File: config.mk
export PLATFORM = sky130hd
export DESIGN_NAME = seg_text_scroller
export DESIGN_NICKNAME = d
export VERILOG_FILES = /design/src/rtl/seg_text_scroller.sv
export SDC_FILE = /design/constraint.sdc
export NUM_CORES = 1
export LEC_CHECK = 0
export BUFFER_PORTS_ARGS = -buffer_cell sky130_fd_sc_hd__buf_2
export CAP_MARGIN = 25
export CORE_ASPECT_RATIO = 0.9
export CORE_MARGIN = 2
export CORE_UTILIZATION = 30
export CTS_BUF_LIST = sky130_fd_sc_hd__clkbuf_8
export CTS_CLUSTER_SIZE = 12
export DETAILED_ROUTE_END_ITERATION = 8
export SETUP_SLACK_MARGIN = 0.3
export SYNTH_ARGS = -nofsm -noshare
export SYNTH_HDL_FRONTEND = slang
export SYNTH_SLANG_ARGS = --single-unit
export TNS_END_PERCENT = 50
File: constraint.sdc
create_clock -name clk -period 9.6 [get_ports clk]
set_input_delay 0.48 -clock clk [delete_from_list [all_inputs] [get_ports clk]]
set_output_delay 0.48 -clock clk [all_outputs]
set_load 0.02 [all_outputs]
File: src/rtl/seg_text_scroller.sv
// ---------------------------------------------------------------------------
// seg_text_scroller
//
// Multiplexed 7-segment text engine. A small writable buffer holds active-low
// segment patterns; the engine scans the digits and shows the message either
// statically or as a circular scroll that advances every SCROLL_TICKS cycles.
//
// Ports:
//   clk          system clock
//   reset        asynchronous, active-low reset
//   wr_en        buffer write strobe
//   wr_addr      buffer write address (addresses >= MSG_DEPTH are ignored)
//   wr_data      active-low segment pattern {dp,g,f,e,d,c,b,a}
//   msg_len      active message length, 0..MSG_DEPTH (larger values clamp)
//   mode         0 = static, 1 = circular scroll
//   anodo        active-low digit enables, one-hot-low (registered)
//   catodo       active-low segments for the selected digit (registered)
//   scroll_wrap  one-cycle pulse when the scroll position wraps to 0
//
// Build option:
//   SEG_DEADTIME_EN  when defined, the first 2^(SCAN_DIV_BITS-3) cycles of
//                    every digit slot are blanked to suppress ghosting.
// ---------------------------------------------------------------------------
module seg_text_scroller #(
  parameter int NUM_DIGITS    = 8,
  parameter int SCAN_DIV_BITS = 18,
  parameter int MSG_DEPTH     = 16,
  parameter int SCROLL_TICKS  = 25000000
) (
  input  logic                           clk,
  input  logic                           reset,
  input  logic                           wr_en,
  input  logic [$clog2(MSG_DEPTH)-1:0]   wr_addr,
  input  logic [7:0]                     wr_data,
  input  logic [$clog2(MSG_DEPTH+1)-1:0] msg_len,
  input  logic                           mode,
  output logic [NUM_DIGITS-1:0]          anodo,
  output logic [7:0]                     catodo,
  output logic                           scroll_wrap
);

  localparam int AW = $clog2(MSG_DEPTH);
  localparam int LW = $clog2(MSG_DEPTH + 1);
  localparam int DW = (NUM_DIGITS > 1) ? $clog2(NUM_DIGITS) : 1;
  localparam int TW = (SCROLL_TICKS > 1) ? $clog2(SCROLL_TICKS) : 1;
  // Wide enough for position + digit index without overflow.
  localparam int CW = ((LW > DW) ? LW : DW) + 1;

  logic [SCAN_DIV_BITS-1:0] scan_q, scan_d;
  logic [DW-1:0]            dig_q, dig_d;
  logic [AW-1:0]            pos_q, pos_d;
  logic [TW-1:0]            tick_q, tick_d;
  logic                     wrap_q, wrap_d;
  logic [NUM_DIGITS-1:0]    anodo_q, anodo_d;
  logic [7:0]               catodo_q, catodo_d;
  logic [7:0]               buf_q [MSG_DEPTH];
  logic [7:0]               buf_d [MSG_DEPTH];

  logic [LW-1:0] len_eff;
  logic [CW-1:0] rd_idx;
  logic          rd_ok;
  logic          blank;

`ifdef SEG_DEADTIME_EN
  // Below 3 scan bits the blanking window rounds down to nothing.
  localparam int DEAD_SH = (SCAN_DIV_BITS >= 3) ? SCAN_DIV_BITS - 3 : 0;
  assign blank = (SCAN_DIV_BITS >= 3) &&
                 (scan_q < SCAN_DIV_BITS'(1 << DEAD_SH));
`else
  assign blank = 1'b0;
`endif

  assign len_eff = (msg_len > LW'(MSG_DEPTH)) ? LW'(MSG_DEPTH) : msg_len;

  // Buffer writes; an out-of-range address matches no entry.
  always_comb begin
    for (int i = 0; i < MSG_DEPTH; i++) begin
      buf_d[i] = buf_q[i];
      if (wr_en && (wr_addr == AW'(i))) buf_d[i] = wr_data;
    end
  end

  // Digit scan.
  always_comb begin
    scan_d = scan_q + SCAN_DIV_BITS'(1);
    dig_d  = dig_q;
    if (scan_q == '1) begin
      dig_d = (dig_q == DW'(NUM_DIGITS - 1)) ? '0 : dig_q + DW'(1);
    end
  end

  // Scroll timer and position.
  always_comb begin
    tick_d = '0;
    pos_d  = '0;
    wrap_d = 1'b0;
    if (mode && (len_eff != '0)) begin
      tick_d = tick_q + TW'(1);
      pos_d  = pos_q;
      if (tick_q == TW'(SCROLL_TICKS - 1)) begin
        tick_d = '0;
        if (CW'(pos_q) == CW'(len_eff) - CW'(1)) begin
          pos_d  = '0;
          wrap_d = 1'b1;
        end else begin
          pos_d = pos_q + AW'(1);
        end
      end
      // Message shrank underneath the position: restart silently.
      if (CW'(pos_q) >= CW'(len_eff)) begin
        pos_d  = '0;
        wrap_d = 1'b0;
      end
    end
  end

  // Output register input: pick the buffer entry for the current digit.
  always_comb begin
    rd_idx = '0;
    rd_ok  = 1'b0;
    if (mode) begin
      if (len_eff != '0) begin
        rd_ok  = 1'b1;
        rd_idx = (CW'(pos_q) + CW'(dig_q)) % CW'(len_eff);
      end
    end else if (CW'(dig_q) < CW'(len_eff)) begin
      rd_ok  = 1'b1;
      rd_idx = CW'(dig_q);
    end
    anodo_d  = ~(NUM_DIGITS'(1) << dig_q);
    catodo_d = rd_ok ? buf_q[AW'(rd_idx)] : 8'hFF;
    if (blank) begin
      anodo_d  = '1;
      catodo_d = 8'hFF;
    end
  end

  always_ff @(posedge clk or negedge reset) begin
    if (!reset) begin
      scan_q   <= '0;
      dig_q    <= '0;
      pos_q    <= '0;
      tick_q   <= '0;
      wrap_q   <= 1'b0;
      anodo_q  <= '1;
      catodo_q <= 8'hFF;
      for (int i = 0; i < MSG_DEPTH; i++) buf_q[i] <= 8'hFF;
    end else begin
      scan_q   <= scan_d;
      dig_q    <= dig_d;
      pos_q    <= pos_d;
      tick_q   <= tick_d;
      wrap_q   <= wrap_d;
      anodo_q  <= anodo_d;
      catodo_q <= catodo_d;
      for (int i = 0; i < MSG_DEPTH; i++) buf_q[i] <= buf_d[i];
    end
  end

  assign anodo       = anodo_q;
  assign catodo      = catodo_q;
  assign scroll_wrap = wrap_q;

endmodule

==> results.cfg <==
[route]
route.detailed.wl_per_inst_um = 16.1
drc_errors = 0
drt-total-wl_um = 22900
via_per_inst = 4.90
drtPass1Iterations = 5
detail_route.iter0.violations = 494
detailroute.via_count = 6986
postRouteAntennaNets = 0

[placement]
placed_cells = 1389
io_buffer_count = 37
detailed_place_hpwl_um = 15500
globalplace.congestion = 0.852
dpl_worst_slack_ns = 0.0872

[final_layout]
most-common-layout-cells = dfstp_2, mux2_2, nand2_1
final_cell_count_no_fill = 1427
finish.utilization = 0.342
number_of_nets_in_the_layout = 1017
drive_above_1_share = 0.403
mostFrequentLayoutCell = dfstp_2
filler_cell_count = 3405
layout-area-overhead-vs-synth_pct = 11.4
diodes = 0

[worst_hold_path]
tightest_hold_check_type = in -> async

[synthesis]
ys_types = 69
post_synthesis_sequential_area_ratio = 0.482
post_synth_inst_count = 918
post_synth.cell_area_avg_um2 = 11.4
synth-seq-cells = 195
synthArstFlopShare = 1.00
synth-main-ff-cell = dfstp_2
synth.yosys.warnings = 0
synth_fp_nets = 982
synth-edff-count = 0
post_synth_instance_area_um2 = 10500

[worst_setup_path]
timing.critical_path.fanout_max = 24
crit_path_top_delay_cell = dfrtp_1
top_cell_by_count_worst_path = ha_1
path_class = reg -> reg
required_ns = 10.00
endpoint_kind = flip-flop
startpoint_type_of_the_worst_setup_path = flip-flop
cp.arrival_ns = 9.08
crit_path_max_incr_delay_ns = 0.45
worst-r2r-cell-count = 36

[floorplanning]
rows = 64
i_o_pins = 38
die_width_um = 201
floorplan.initialDensity = 0.307
die-area_um2 = 36500
die_h_um = 181
floorplan_core_area_um2 = 34200

[grt]
global_route_wire_length_before_repair_um = 37900
grt_max_degree = 118
global_route.usage.total = 0.130
globalRouteOverflowTotal = 0
antenna_found_initial = 1
first_global_vias = 6893

[run]
maxCapViolations = 0

[timing]
whs_ns = 0.119
slew_viol_final = 0
worst_clock_skew_ns = 0.0183
fmax_ghz = 0.115
tightest_slew_ns = 1.01
finalHoldViolations = 0
finalWorstSetupSlack_ns = 0.922
setup_viol_count_final = 0
tns_ns = 0
layout_worst_path_cycle_share = 0.904
slew_headroom = 0.322
grt_setup_unrepaired = false
final.min_clock_period_ns = 8.68

[pwr]
leakage_power_nw = 4.95
peakVddDrop_uv = 84.4
power.density_cell_area_nw_per_um2 = 192

[clocking]
max-clock-path-buffers = 2
cts-buffers-inserted = 17
cts_tree = yes
root_buffer = clkbuf_8
clock-sinks = 195
clkLatencyLatePin_ns = 0.49
holdBufCountCts = 0
h-tree-depth = 4
cts.reportedPaths.clkPinSlew_ns = 0.11

[outcome]
run_status = finished clean
## cells in the mapped netlist (10+ instances only)
master / n / area share
xor2_1: 21 / 0.018
dfrtp_1: 51 / 0.12
nand2_1: 76 / 0.027
xnor2_1: 27 / 0.023
a31oi_1: 11 / 0.0066
mux2i_1: 35 / 0.033
or4_1: 16 / 0.011
a21oi_1: 26 / 0.012
nand2b_1: 10 / 0.0060
nor3_1: 14 / 0.0067
clkbuf_1: 24 / 0.0086
mux2_2: 140 / 0.15
inv_1: 39 / 0.014
nor2_1: 56 / 0.020
o21ai_0: 22 / 0.010
and3_1: 12 / 0.0072
nand3_1: 31 / 0.015
ha_1: 41 / 0.049
dfstp_2: 144 / 0.36
o211ai_1: 10 / 0.0072
## worst paths after layout
path                       slack, ns                  from               endpoint
hold reg to reg                 0.48   scan_q[8]$_DFF_PN0_    scan_q[8]$_DFF_PN0_
min in group clk                0.38            wr_data[5]  buf_q[85]$_DFFE_PN1P_
max in group asynchronous       8.30                 reset  buf_q[94]$_DFFE_PN1P_
setup / recovery                0.92  pos_q[0]$_DFFE_PN0P_    catodo[6]$_DFF_PN1_
setup reg to reg                0.92  pos_q[0]$_DFFE_PN0P_    catodo[6]$_DFF_PN1_
hold / removal                  0.12                 reset   scan_q[15]$_DFF_PN0_
## layer usage
metal	share of wire	GRT usage	wire length [um]
met5	0.00057	0	13
met4	0.018	0.0418	403
met3	0.031	0.0246	701
met2	0.45	0.203	10400
met1	0.50	0.180	11400
## power by group
part           switching [mW]  total (mW)  internal [mW]
registers              0.0723        1.14           1.07
logic                   0.271       0.520          0.250
clock network           0.318       0.591          0.273
total                   0.661        2.25           1.59
## per-stage QoR
stage / cell area (um2) / power (mW)
after floorplan: 10500 / 1.51
after global placement: 11200 / 1.65
after detailed placement: 11200 / 1.66
after CTS: 11600 / 2.27
after global routing: 11700 / 2.38
final: 11700 / 2.25
## registers in the layout (all words and copies together), names as in the netlist
name and cells:
scroll_wrap 1, catodo 8, tick_q 25, dig_q 3, pos_q 4, scan_q 18, buf_q 128, anodo 8
## worst max-delay path: cells and delay by family, from the launching register on
family / cells / cell delay, ns
multiplexers: 5 / 1.47
adder cells (fa/ha/maj): 7 / 1.99
buffers and inverters: 4 / 0.49
AO/OA/AOI/OAI: 13 / 3.03
flip-flops: 1 / 0.45
AND/OR/NAND/NOR: 7 / 1.10
## area by class of cell
class | count | area, um2 | area share
Multi-Input combinational cell | 647 | 5120 | 0.437
Clock inverter | 13 | 194 | 0.0166
Inverter | 40 | 150 | 0.0128
Clock buffer | 18 | 248 | 0.0212
Sequential cell | 195 | 5060 | 0.433
Timing Repair Buffer | 52 | 348 | 0.0297
Tap cell | 462 | 578 | 0.0494
## cells by family (layout without fill, tap and decap cells)
group / after synthesis / in the layout / share of synthesized area
buffers and inverters: 77 / 123 / 0.0324
DFF: 195 / 195 / 0.482
adders and majority gates: 43 / 43 / 0.0527
xor gates and xnor gates: 48 / 48 / 0.0401
AOI/OAI and AO/OA: 122 / 122 / 0.0845
and+or+nand+nor: 258 / 259 / 0.125
muxes: 175 / 175 / 0.184
## repair_timing
action	CTS	global route
gates resized for setup	0	9
setup endpoints to repair	0	8
endpoints found under the hold margin	0	0
buffers inserted	0	4
No activity file was read; power rests on OpenSTA's default activity.
